## src/rtl/mem_access_unit.sv

```systemverilog
// mem_access_unit: memory-stage load/store engine.
//
// Takes the effective address from the ALU together with the store operand
// and the current rt value. It issues one Avalon-MM word transaction, which
// the slave may stall with waitrequest. For loads it returns aligned and
// extended data (LB/LBU/LH/LHU/LW/LWL/LWR). For stores it drives byte-lane
// writes (SB/SH/SW).
//
// Ports:
//   clk, reset          clock; asynchronous active-high reset
//   start               request strobe; mem_op/addr/store_data/rt_old valid
//   mem_op[3:0]         operation code (see Op* constants)
//   addr[31:0]          byte address
//   store_data[31:0]    rt value to store
//   rt_old[31:0]        current rt, merged by LWL/LWR
//   busy                high whenever the engine is not idle
//   done                one-cycle completion pulse
//   err                 one-cycle fault pulse, coincident with done
//   load_result[31:0]   last successfully loaded value
//   avm_*               Avalon-MM master (word-aligned, byteenable lanes)
//
// Parameter:
//   TIMEOUT_CYCLES      stalled REQ cycles before abort; 0 disables

module mem_access_unit #(
    parameter int unsigned TIMEOUT_CYCLES = 0
) (
    input  logic        clk,
    input  logic        reset,
    input  logic        start,
    input  logic [3:0]  mem_op,
    input  logic [31:0] addr,
    input  logic [31:0] store_data,
    input  logic [31:0] rt_old,
    output logic        busy,
    output logic        done,
    output logic        err,
    output logic [31:0] load_result,
    output logic [31:0] avm_address,
    output logic        avm_read,
    output logic        avm_write,
    output logic [31:0] avm_writedata,
    output logic [3:0]  avm_byteenable,
    input  logic [31:0] avm_readdata,
    input  logic        avm_waitrequest
);

    localparam logic [3:0] OpLb  = 4'b0000;
    localparam logic [3:0] OpLbu = 4'b0001;
    localparam logic [3:0] OpLh  = 4'b0010;
    localparam logic [3:0] OpLhu = 4'b0011;
    localparam logic [3:0] OpLw  = 4'b0100;
    localparam logic [3:0] OpLwl = 4'b0101;
    localparam logic [3:0] OpLwr = 4'b0110;
    localparam logic [3:0] OpSb  = 4'b1000;
    localparam logic [3:0] OpSh  = 4'b1001;
    localparam logic [3:0] OpSw  = 4'b1010;

    typedef enum logic [1:0] {
        StIdle = 2'd0,
        StReq  = 2'd1,
        StDone = 2'd2
    } state_e;

    state_e      state_q, state_d;
    logic [3:0]  op_q, op_d;
    logic [1:0]  k_q, k_d;
    logic [31:0] rt_q, rt_d;
    logic        done_q, done_d;
    logic        err_q, err_d;
    logic [31:0] load_q, load_d;
    logic [31:0] addr_q, addr_d;
    logic        rd_q, rd_d;
    logic        wr_q, wr_d;
    logic [31:0] wdata_q, wdata_d;
    logic [3:0]  be_q, be_d;
    logic [31:0] cnt_q, cnt_d;

    // Returns 1 for a defined opcode whose address satisfies its alignment.
    function automatic logic op_ok(input logic [3:0] op, input logic [1:0] k);
        logic ok;
        ok = 1'b0;
        case (op)
            OpLb, OpLbu, OpLwl, OpLwr, OpSb: ok = 1'b1;
            OpLh, OpLhu, OpSh:               ok = ~k[0];
            OpLw, OpSw:                      ok = (k == 2'd0);
            default:                         ok = 1'b0;
        endcase
        return ok;
    endfunction

    function automatic logic is_store(input logic [3:0] op);
        return op[3];
    endfunction

    // Aligns and extends the returned word. LWL/LWR keep the rt bytes that
    // the unaligned access does not cover.
    function automatic logic [31:0] align_load(input logic [3:0]  op,
                                               input logic [1:0]  k,
                                               input logic [31:0] w,
                                               input logic [31:0] rt);
        logic [7:0]  b;
        logic [15:0] h;
        logic [31:0] r;
        unique case (k)
            2'd0: b = w[7:0];
            2'd1: b = w[15:8];
            2'd2: b = w[23:16];
            2'd3: b = w[31:24];
        endcase
        h = k[1] ? w[31:16] : w[15:0];
        r = w;
        case (op)
            OpLb:  r = {{24{b[7]}}, b};
            OpLbu: r = {24'h0, b};
            OpLh:  r = {{16{h[15]}}, h};
            OpLhu: r = {16'h0, h};
            OpLwl: begin
                unique case (k)
                    2'd0: r = {w[7:0], rt[23:0]};
                    2'd1: r = {w[15:0], rt[15:0]};
                    2'd2: r = {w[23:0], rt[7:0]};
                    2'd3: r = w;
                endcase
            end
            OpLwr: begin
                unique case (k)
                    2'd0: r = w;
                    2'd1: r = {rt[31:24], w[31:8]};
                    2'd2: r = {rt[31:16], w[31:16]};
                    2'd3: r = {rt[31:8], w[31:24]};
                endcase
            end
            default: r = w;
        endcase
        return r;
    endfunction

    always_comb begin
        state_d = state_q;
        op_d    = op_q;
        k_d     = k_q;
        rt_d    = rt_q;
        done_d  = 1'b0;
        err_d   = 1'b0;
        load_d  = load_q;
        addr_d  = addr_q;
        rd_d    = rd_q;
        wr_d    = wr_q;
        wdata_d = wdata_q;
        be_d    = be_q;
        cnt_d   = cnt_q;

        case (state_q)
            StIdle: begin
                if (start) begin
                    op_d = mem_op;
                    k_d  = addr[1:0];
                    rt_d = rt_old;
                    if (!op_ok(mem_op, addr[1:0])) begin
                        // Faults complete without touching the bus.
                        state_d = StDone;
                        done_d  = 1'b1;
                        err_d   = 1'b1;
                    end else begin
                        state_d = StReq;
                        addr_d  = {addr[31:2], 2'b00};
                        cnt_d   = 32'd0;
                        if (is_store(mem_op)) begin
                            wr_d = 1'b1;
                            case (mem_op)
                                OpSb: begin
                                    be_d    = 4'b0001 << addr[1:0];
                                    wdata_d = {4{store_data[7:0]}};
                                end
                                OpSh: begin
                                    be_d    = addr[1] ? 4'b1100 : 4'b0011;
                                    wdata_d = {2{store_data[15:0]}};
                                end
                                default: begin
                                    be_d    = 4'b1111;
                                    wdata_d = store_data;
                                end
                            endcase
                        end else begin
                            rd_d = 1'b1;
                            be_d = 4'b1111;
                        end
                    end
                end
            end

            StReq: begin
                if (!avm_waitrequest) begin
                    rd_d    = 1'b0;
                    wr_d    = 1'b0;
                    state_d = StDone;
                    done_d  = 1'b1;
                    if (!is_store(op_q)) begin
                        load_d = align_load(op_q, k_q, avm_readdata, rt_q);
                    end
                end else if (TIMEOUT_CYCLES != 0) begin
                    if (cnt_q + 32'd1 == TIMEOUT_CYCLES) begin
                        // Abort: drop the request, keep load_result.
                        rd_d    = 1'b0;
                        wr_d    = 1'b0;
                        state_d = StDone;
                        done_d  = 1'b1;
                        err_d   = 1'b1;
                    end else begin
                        cnt_d = cnt_q + 32'd1;
                    end
                end
            end

            StDone: state_d = StIdle;

            default: state_d = StIdle;
        endcase
    end

    always_ff @(posedge clk or posedge reset) begin
        if (reset) begin
            state_q <= StIdle;
            op_q    <= 4'h0;
            k_q     <= 2'd0;
            rt_q    <= 32'h0;
            done_q  <= 1'b0;
            err_q   <= 1'b0;
            load_q  <= 32'h0;
            addr_q  <= 32'h0;
            rd_q    <= 1'b0;
            wr_q    <= 1'b0;
            wdata_q <= 32'h0;
            be_q    <= 4'h0;
            cnt_q   <= 32'h0;
        end else begin
            state_q <= state_d;
            op_q    <= op_d;
            k_q     <= k_d;
            rt_q    <= rt_d;
            done_q  <= done_d;
            err_q   <= err_d;
            load_q  <= load_d;
            addr_q  <= addr_d;
            rd_q    <= rd_d;
            wr_q    <= wr_d;
            wdata_q <= wdata_d;
            be_q    <= be_d;
            cnt_q   <= cnt_d;
        end
    end

    assign busy           = (state_q != StIdle);
    assign done           = done_q;
    assign err            = err_q;
    assign load_result    = load_q;
    assign avm_address    = addr_q;
    assign avm_read       = rd_q;
    assign avm_write      = wr_q;
    assign avm_writedata  = wdata_q;
    assign avm_byteenable = be_q;

endmodule

```

## config.mk

```make
export PLATFORM = sky130hd
export DESIGN_NAME = mem_access_unit
export DESIGN_NICKNAME = d
export VERILOG_FILES = /design/src/rtl/mem_access_unit.sv
export SDC_FILE = /design/constraint.sdc
export NUM_CORES = 1
export LEC_CHECK = 0
export BUFFER_PORTS_ARGS = -buffer_cell sky130_fd_sc_hd__buf_2
export CAP_MARGIN = 30
export CORE_UTILIZATION = 52
export CTS_CLUSTER_SIZE = 28
export DETAILED_ROUTE_END_ITERATION = 16
export GPL_TIMING_DRIVEN = 0
export PLACE_DENSITY = 0.81
export SYNTH_ARGS = -nofsm -noshare
export SYNTH_HDL_FRONTEND = slang
export SYNTH_SLANG_ARGS = --single-unit
```

## constraint.sdc

```tcl
create_clock -name clk -period 5.8 [get_ports clk]
set_input_delay 0.58 -clock clk [delete_from_list [all_inputs] [get_ports clk]]
set_output_delay 0.58 -clock clk [all_outputs]
set_load 0.005 [all_outputs]
```

# Word-level counts from Yosys, hierarchy flattened
# Index checks and enable logic that the tools add are counted.
# word_totals
out_inout_bits,105
inputBits,136
ff_bits,142
elab_cells,86
# op_classes
reduce_logical,17
eq_ne,23
n_mux,30
bitwise_logic,3
shift,1
# ops
op,count
case mux 32 bit (4 select lines),2
case mux 32 bit (6 select lines),1
case mux 32 bit (2 select lines),1
case mux 8 bit (4 select lines),1
"== test 4 x 3 -> 1 bit, second input constant",5
"== test 4 x 2 -> 1 bit, second input constant",4
two-way mux 16 bit,1
two-way mux 1 bit,13
"== test 4 bit, second input constant",3
"!= test 2 bit, second input constant",5
AND reduction 5 bit,2
"== test 4 x 1 -> 1 bit, second input constant",2
logical NOT 4 bit,2
two-way mux 4 bit,2
case mux 4 bit (2 select lines),1
logical NOT 2 bit,3
two-way mux 2 bit,3
case mux 1 bit (2 select lines),3
AND reduction 3 bit,2
OR reduction 5 bit,1
"== test 2 x 1 -> 1 bit, second input constant",2
"== test 2 bit, second input constant",2
case mux 2 bit (2 select lines),1
AND reduction 2 bit,2
7 further kinds,10

# Longest topological paths before layout
# Gate-level depths: netlist of run 1.
# logic_depth
depth_word,8
mapped_depth,9
ltp_nobuf,5

# Worst setup path after synthesis of run 1
# Ideal clock, no wire load.
# synth_timing
path_type,input-to-reg
startpoint,input port mem_op[0]
endpoint,"register addr_q[10], in the netlist avm_address[10]"
arrival_ns,1.878
required_time_ns,5.673
stages,6
setup_slack_ns,3.795
n_path_buf,2
setup_time_ns,0.127
cell_sequence,buf_2 -> mux2_2 -> o221ai_4 -> nand2_4 -> buf_6 -> mux2_1
# synth_via
elab_chain_len,6
word_cells_on_any_way,17
cone_classes,9 x eq/ne; 3 x mux; 5 x reduce/logical
# synth_rtl
element,line,text
start: declaration,31,"input logic [3:0] mem_op,"
== test 4 bit (tied with other cells),83,case (op)
OR reduction 5 bit (tied with other cells),83,
case mux 1 bit (3 select lines) *,83,
two-way mux 1 bit *,156,if (start) begin
two-way mux 1 bit *,154,case (state_q)
AND reduction 3 bit (no line) *,n/a,
end signal: assignment,245,addr_q <= addr_d;
end: declaration,72,"logic [31:0] addr_q, addr_d;"
# Mark *: on every way between the ends. The rest lies on a longest branch, timed or not. The select of a mux whose other input is x is not followed.
# A chain may end at the register's enable or synchronous reset.

# Worst setup path after layout of run 1
# layout_timing
startpoint,register op_q[3]
endpoint,"register load_q[22], in the netlist load_result[22]"
# layout_via
elab_chain_len,2
word_cells_on_any_way,9
cone_classes,5 x eq/ne; 1 x mux; 1 x bitwise; 2 x reduce/logical
# layout_rtl
element,line,text
start: declaration,66,"logic [3:0] op_q, op_d;"
start signal: assignment,239,op_q <= op_d;
== test 4 x 3 -> 1 bit (tied with other cells),113,case (op)
case mux 32 bit (6 select lines) or AND reduction 3 bit (tied branches),n/a,
end signal: assignment,244,load_q <= load_d;
end: declaration,71,"logic [31:0] load_q, load_d;"
# Several ways; a longest one is shown, not always the timed one.

==> results.md, run 1 <==
* Synthesized-area fraction occupied by and/or/nand/nor cells at 16.8%
* Wire length of the first global-routing pass at 38.5 mm
* Most common cell in the synthesized netlist: nand2_1
* Postcts setup bufs at 0
* Peak supply drop at 0.000266 V
* XOR/XNOR share of the synthesized area at 0%
* Vias/cell at 5.94
* Outcome: complete, no violations
* WL final at 25.2 mm
* Mapped Cells at 824
* # hold bufs at CTS at 0
* Total grt overflow at 0
* Worst path max stage delay at 0.72 ns
* Area growth, synth to finish at 27.8%
* Top cells by area, synth: dfrtp_1, nand2_1, mux2i_1
* Clock slew at reported path FFs at 0.06 ns
* Startpoint class of the critical path: flip-flop
* Port Buf Inserts at 236
* Post-synthesis adder-cell area fraction at 0%
* Cell taking the most area after synthesis: dfrtp_1
* Hpwl dp at 18.6 mm
* Final Wtd Congestion at 0.955
* Via count at 7,590
* Pwr Density at 482 nW/µm²
* CTS buffer count at 17
* Finished layout cell area at 9820 µm²
* Highest clock rate at 410 MHz
* Total clock sinks at 142
* Final Skew at 0.00602 ns
* All-Layer GR Usage at 33.9%
* Root buf cell: clkbuf_16
* CP most frequent cell: buf_2
* Final net count at 1,217
* Core area at 14,500 µm²
* DRC Markers at 0
* Number of diodes at 0
* Cells after DPL at 1,246
* Syn Std Cell Area at 7680 µm²
* CP Cell Sequence: buf_2 -> nor3_2 -> nand3_1 -> a21oi_2 -> buf_2 -> a21oi_1
* CP Class: reg -> reg
* Clk buf depth at 2
* Period minus WS final at 2.44 ns
* H-tree levels at 4
* Starting Density at 53.1%
* Setup TNS at 0 ns
* Max FO, Critical Path at 10
* Post-synth EDFFs at 0
* Die Wd at 124 µm
* Compound-Gate Fraction of Synth Area at 16.4%
* CP endpoint kind: flip-flop
* Placed inst area at 9130 µm²
* Setup violations, final at 0
* Post_cts resized at 0
* Max Cap Viol at 0
* Largest net degree at the start of global routing at 82
* Top FF cell, synth: dfrtp_1
* Final Cycle Share at 42.1%
* Finished Layout Cells at 1,278
* Async S/R FF share, synth at 100%
* Antenna-violating nets left at 0
* TritonCTS clock tree: done
* Req. time, crit path at 6.10 ns
* Die height at 124 µm
* Vias in the first global route at 7,419
* Area share of the largest cell type after synthesis at 46.3%
* DR pass1 iterations at 7
* RSZ-0062 raised after global routing: no
* Static Leak at 4.70 nW
* Rel. slew slack at 44.0%
* Initial DRC Count at 846
* Syn avg cell area at 9.32 µm²
* CP max-delay cell: nor3_2
* Post-synthesis mux area share at 16.1%
* Clock latency on the worst-skew pair at 0.42 ns
* Sequential share of the synthesized area at 46.3%
* I/O Pins at 241
* Die area at 15,300 µm²
* Routed length per instance at 19.7 µm
* Antenna violations before repair at 1
* Critical path data arrival time at 2.74 ns
* Rows at 44
* Synthesis-stage register bit count at 142
* Worst Tran Pin Value at 0.835 ns
* Yosys cell types at 52
* Yosys warns at 0
* Final Hold Viols at 0
* Fin. max-slew vios at 0
* Main combinational cell family by area after synthesis: simple AND/OR/NAND/NOR gates
* Share of cells above drive strength 1 at 30.1%
* Hold WC Path Type: in -> async
* Synth top cells by count: nand2_1, dfrtp_1, mux2i_1, o21ai_1, o21ai_0
[report_power, final]
group	internal, mW	switching [mW]
logic	0.775	1.03
registers	1.40	0.254
clock network	0.855	0.422
[worst max-delay path: cells and delay by family (launching register included)]
| kind | cells | cell delay [ns] |
|---|---|---|
| AO/OA/AOI/OAI | 2 | 0.53 |
| buffers and inverters | 2 | 0.52 |
| flip-flops | 1 | 0.35 |
| AND/OR/NAND/NOR | 2 | 0.91 |
[metrics by stage]
step / worst slack [ns] / utilization, % / hold WS (ns) / power, mW
2_1_floorplan: 1.41 / - / 0.445 / 2.68
3_3_place_gp: -0.163 / 62.8 / 0.456 / 3.38
3_5_place_dp: 3.11 / 63.0 / 0.460 / 3.42
4_1_cts: 3.43 / 67.8 / 0.252 / 4.72
5_1_grt: 3.18 / 67.8 / 0.290 / 5.00
6_report: 3.36 / 67.8 / 0.243 / 4.73
[worst paths after layout]
check                                  start                end  slack [ns]  cells past startpoint
setup / recovery                     op_q[3]    load_result[22]        3.36                      6
hold / removal                         reset           rt_q[31]        0.24                      2
setup reg to reg                     op_q[3]    load_result[22]        3.36                      6
hold reg to reg            avm_writedata[19]  avm_writedata[19]        0.48                      2
max in group asynchronous              reset           rt_q[21]        4.77                      3
min in group clk                   rt_old[4]            rt_q[4]        0.35                      3
[cell type report]
class	instances	area, µm²
fillers	1153	4660
multi-input cells	612	3790
flip-flops and latches	142	3550
repair buffers	237	1210
clock buffers	23	488
plain buffers	64	317
well taps	184	230
clock inverters	9	203
inverters	7	31.3
[sequential cells by signal (all words and copies together), names as in the netlist]
name            count
avm_writedata      32
load_result        32
rt_q               32
avm_address        30
avm_byteenable      4
op_q                4
k_q                 2
state_q             2
avm_read            1
avm_write           1
done                1
err                 1
[layer usage]
metal | vias to the layer above | GRT usage (%) | wire, µm
met5 | - | 0 | 13
li1 | 3419 | - | -
met1 | 3662 | 41.9 | 9880
met3 | 82 | 9.96 | 2230
met2 | 425 | 54.4 | 12100
met4 | 2 | 16.2 | 990
[cell usage in the layout, fill, tap and decap left out, types with 14 or more instances in the layout]
cell	n
dfrtp_1	142
buf_2	264
clkbuf_1	27
clkbuf_16	17
a21oi_1	39
o21ai_1	50
mux2_1	34
or3_1	24
mux2_2	14
o21ai_0	40
nand2_1	194
nor2_1	33
mux2i_1	67
[cell families after synthesis]
kind of cell    after synthesis
mux                         116
buf+inv                      71
other cells                   1
flops                       142
simple gates                293
compound gates              201
No activity file was read; power rests on OpenSTA's default activity.
==> run 2, diff against run 1 <==
- ABC_AREA: unset -> 1
- clock period: 5.8 -> 2.4 ns (I/O delays scaled with it)
==> run 2 against run 1 <==
Effect of this change:
- global-route usage increased by 2.4 points
- non-clock buffer count increased by 8
- register-to-register slack got worse by 3.0 ns
- clock-buffer cell count decreased by 2
- critical endpoint is now load_result[14]
- core utilization increased by 0.72 points
- critical path type unchanged
==> results.md, run 2 <==
* Final core occ at 68.5% (+0.72 points)
* HP Start: rt_old[23]
* Die area at 15,800 µm² (+3.7%)
* Vias/cell at 5.55 (-6.5%)
* CP Cell Sequence: inv_1 -> nor2_1 -> nand2_2 -> clkbuf_1 -> nor2_1 -> a21oi_1 -> nand3_1 -> nand3_1 -> nand2_1
* Share of cells above drive strength 1 at 24.2% (-5.9 points)
* Critical path data arrival time at 2.38 ns (-0.36 ns)
* Top cells by area, synth: dfrtp_1, nand2_1, o21ai_0
* Largest net degree at the start of global routing at 37 (-55%)
* Wire length of the first global-routing pass at 44.0 mm (+14%)
* Most common cell in the synthesized netlist: nand2_1
* Synthesis-stage register bit count at 142 (unchanged)
* Root buf cell: clkbuf_16
* Total clock sinks at 142 (unchanged)
* Clk pwr share at 24.0% (-3.0 points)
* Synth top cells by count: nand2_1, dfrtp_1, o21ai_0, nand3_1, inv_1
* Max Cap Viol at 0 (unchanged)
* Fin. max-slew vios at 0 (unchanged)
* Syn Std Cell Area at 7970 µm² (+3.7%)
* H-tree levels at 4 (unchanged)
* Highest clock rate at 483 MHz (+18%)
* Hold Crit Depth at 3
* Switch share at 41.0% (+5.1 points)
* Sequential share of the synthesized area at 44.6% (-1.7 points)
* WL final at 28.2 mm (+12%)
* Post_cts resized at 0 (unchanged)
* Comb pwr share at 41.4% (+3.4 points)
* RSZ-0062 raised after global routing: no
* Routed length per instance at 17.5 µm (-11%)
* Commonest non-fill, non-tap cell in the layout: nand2_1
* Mapped Cells at 1,150 (+40%)
* FF-to-FF Start: op_q[1]
* Req. time, crit path at 2.71 ns (-3.39 ns)
* Power Total at 11.3 mW (+140%)
* Internal power at 6.69 mW (+120%)
* Total grt overflow at 0 (unchanged)
* Core area at 14,800 µm² (+1.9%)
* Clk buf depth at 2 (unchanged)
* Post-synth EDFFs at 0 (unchanged)
* DRC Markers at 0 (unchanged)
* Max FO, Critical Path at 10 (unchanged)
* Hpwl dp at 20.8 mm (+11%)
* Yosys warns at 0 (unchanged)
* Rel. slew slack at 50.1% (+6.0 points)
* CP Class: reg -> reg
* Peak supply drop at 0.000782 V (+190%)
* Worst path max stage delay at 0.61 ns (-0.11 ns)
* Port Buf Inserts at 238 (+0.85%)
* Outcome: complete, no violations
* Clock slew at reported path FFs at 0.06 ns (about the same)
* Final Wtd Congestion at 0.983 (+2.9%)
* Top FF cell, synth: dfrtp_1
* Worst Reg2Reg Path Length in Cells at 9 (+3)
* Worst Tran Pin Value at 0.749 ns (-0.0859 ns)
* CP endpoint kind: flip-flop
* Final Hold Viols at 0 (unchanged)
* Period minus WS final at 2.07 ns (-0.369 ns)
* Worst r2r dst: load_result[14]
* Pwr Density at 1120 nW/µm² (+130%)
* Starting Density at 54.0% (+0.94 points)
* Finished layout cell area at 10,100 µm² (+3.0%)
* Final Cycle Share at 86.3% (+44 points)
* Setup violations, final at 0 (unchanged)
* Startpoint class of the critical path: flip-flop
* Area share of the largest cell type after synthesis at 44.6% (-1.7 points)
* Static Leak at 5.71 nW (+22%)
* Syn avg cell area at 6.93 µm² (-26%)
* Antenna-violating nets left at 0 (unchanged)
* Async S/R FF share, synth at 100% (unchanged)
* Rows at 44 (unchanged)
* Via count at 8,953 (+18%)
* Hold WC Path Type: in -> reg
* NetSw at 4.65 mW (+170%)
* Commonest non-fill, non-tap cells in the layout: nand2_1, buf_2, dfrtp_1, o21ai_0, nand3_1
* Placed inst area at 9480 µm² (+3.9%)
* TritonCTS clock tree: done
* Antenna violations before repair at 2 (+1)
* Vias in the first global route at 8,534 (+15%)
* Initial DRC Count at 768 (-9.2%)
* Hold endpoint: rt_q[23]
* Yosys cell types at 27 (-48%)
* CP max-delay cell: clkbuf_1
* Die height at 126 µm (+1.8%)
* CTS buffer count at 17 (unchanged)
* Cell taking the most area after synthesis: dfrtp_1
* Final net count at 1,551 (+27%)
* DR pass1 iterations at 5 (-2)
* Final Skew at 0.0111 ns (+0.00506 ns)
* I/O Pins at 241 (unchanged)
* Die Wd at 126 µm (+1.8%)
* All-Layer GR Usage at 36.3% (+2.4 points)
* Clock latency on the worst-skew pair at 0.44 ns (+0.02 ns)
* Register share of total power at 34.6% (-0.4 points)
* Setup TNS at 0 ns (unchanged)
* Area growth, synth to finish at 26.9%
* Worst R2R Setup Slack at 0.33 ns (-3.03 ns)
run 2: cell types whose count changed after synthesis, sizes merged, moves of 46 or more:
cell / before / now
nand2: 196 / 454
inv: 7 / 95
o21ai: 90 / 136
mux2: 48 / 0
nand3: 8 / 95
mux2i: 67 / 0
run 2: how the worst max path moves through the flow:
stage,from,to,slack (ns),cells after the start
final,op_q[1],load_result[14],0.33,9
after detailed placement,op_q[1],load_result[14],0.41,9
after global routing,op_q[1],load_result[12],0.23,9
after global placement,reset,rt_q[4],-0.49,2
after floorplan,reset,avm_address[10],0.38,1
after CTS,op_q[1],load_result[14],0.40,9
run 2: power by group through the flow:
stage                     Clock (mW)  Sequential [mW]  Combinational, mW
after floorplan                    0             3.92               2.65
after global placement             0             3.92               4.49
after detailed placement           0             3.92               4.59
after CTS                       2.72             3.91               4.61
after global routing            2.81             4.03               5.19
final                           2.72             3.92               4.70
run 2: per-stage QoR:
| step | setup WS [ns] | cells | hold slack [ns] |
|---|---|---|---|
| after global placement | -0.486 | 1573 | 0.441 |
| after detailed placement | 0.409 | 1577 | 0.372 |
| final | 0.329 | 1612 | 0.00217 |
| after floorplan | 0.383 | 1151 | 0.357 |
| after global routing | 0.235 | 1611 | 0.00794 |
| after CTS | 0.396 | 1611 | 0.00646 |
run 2: routing by layer:
layer	vias up	GRT usage (%)	share of wire (%)
li1	4200	-	-
met1	4148	43.8	38
met2	518	60.8	48
met3	87	9.73	10
met4	0	16.4	4.1
met5	-	0	0
run 2: repair_timing:
item,in CTS,in global routing
buffers inserted,0,0
setup endpoints to repair,0,0
endpoints found under the hold margin,26,0
hold buffers,3,0
run 2: final cells by class:
class | count | area [µm²]
Clock inverter | 10 | 126
Tap cell | 184 | 230
Buffer | 64 | 335
Clock buffer | 21 | 470
Sequential cell | 142 | 3550
Multi-Input combinational cell | 850 | 3720
Timing Repair Buffer | 245 | 1310
Inverter | 95 | 360
Antenna cell | 1 | 2.50
Fill cell | 1311 | 4640
run 2: worst max-delay path, delay by kind of cell, from the launching register on:
family | cells | cell delay, ns
AO/OA/AOI/OAI | 1 | 0.16
buffers and inverters | 2 | 0.72
flip-flops | 1 | 0.37
AND/OR/NAND/NOR | 6 | 0.71
run 2: cell families (layout without fill, tap and decap cells):
kind of cell,after synthesis,in the layout,synth area share (%)
buffers and inverters,159,435,8.69
AO/OA/AOI/OAI,210,210,13.6
AND/OR/NAND/NOR,638,638,33.0
other,1,3,0.0471
flip-flops,142,142,44.6
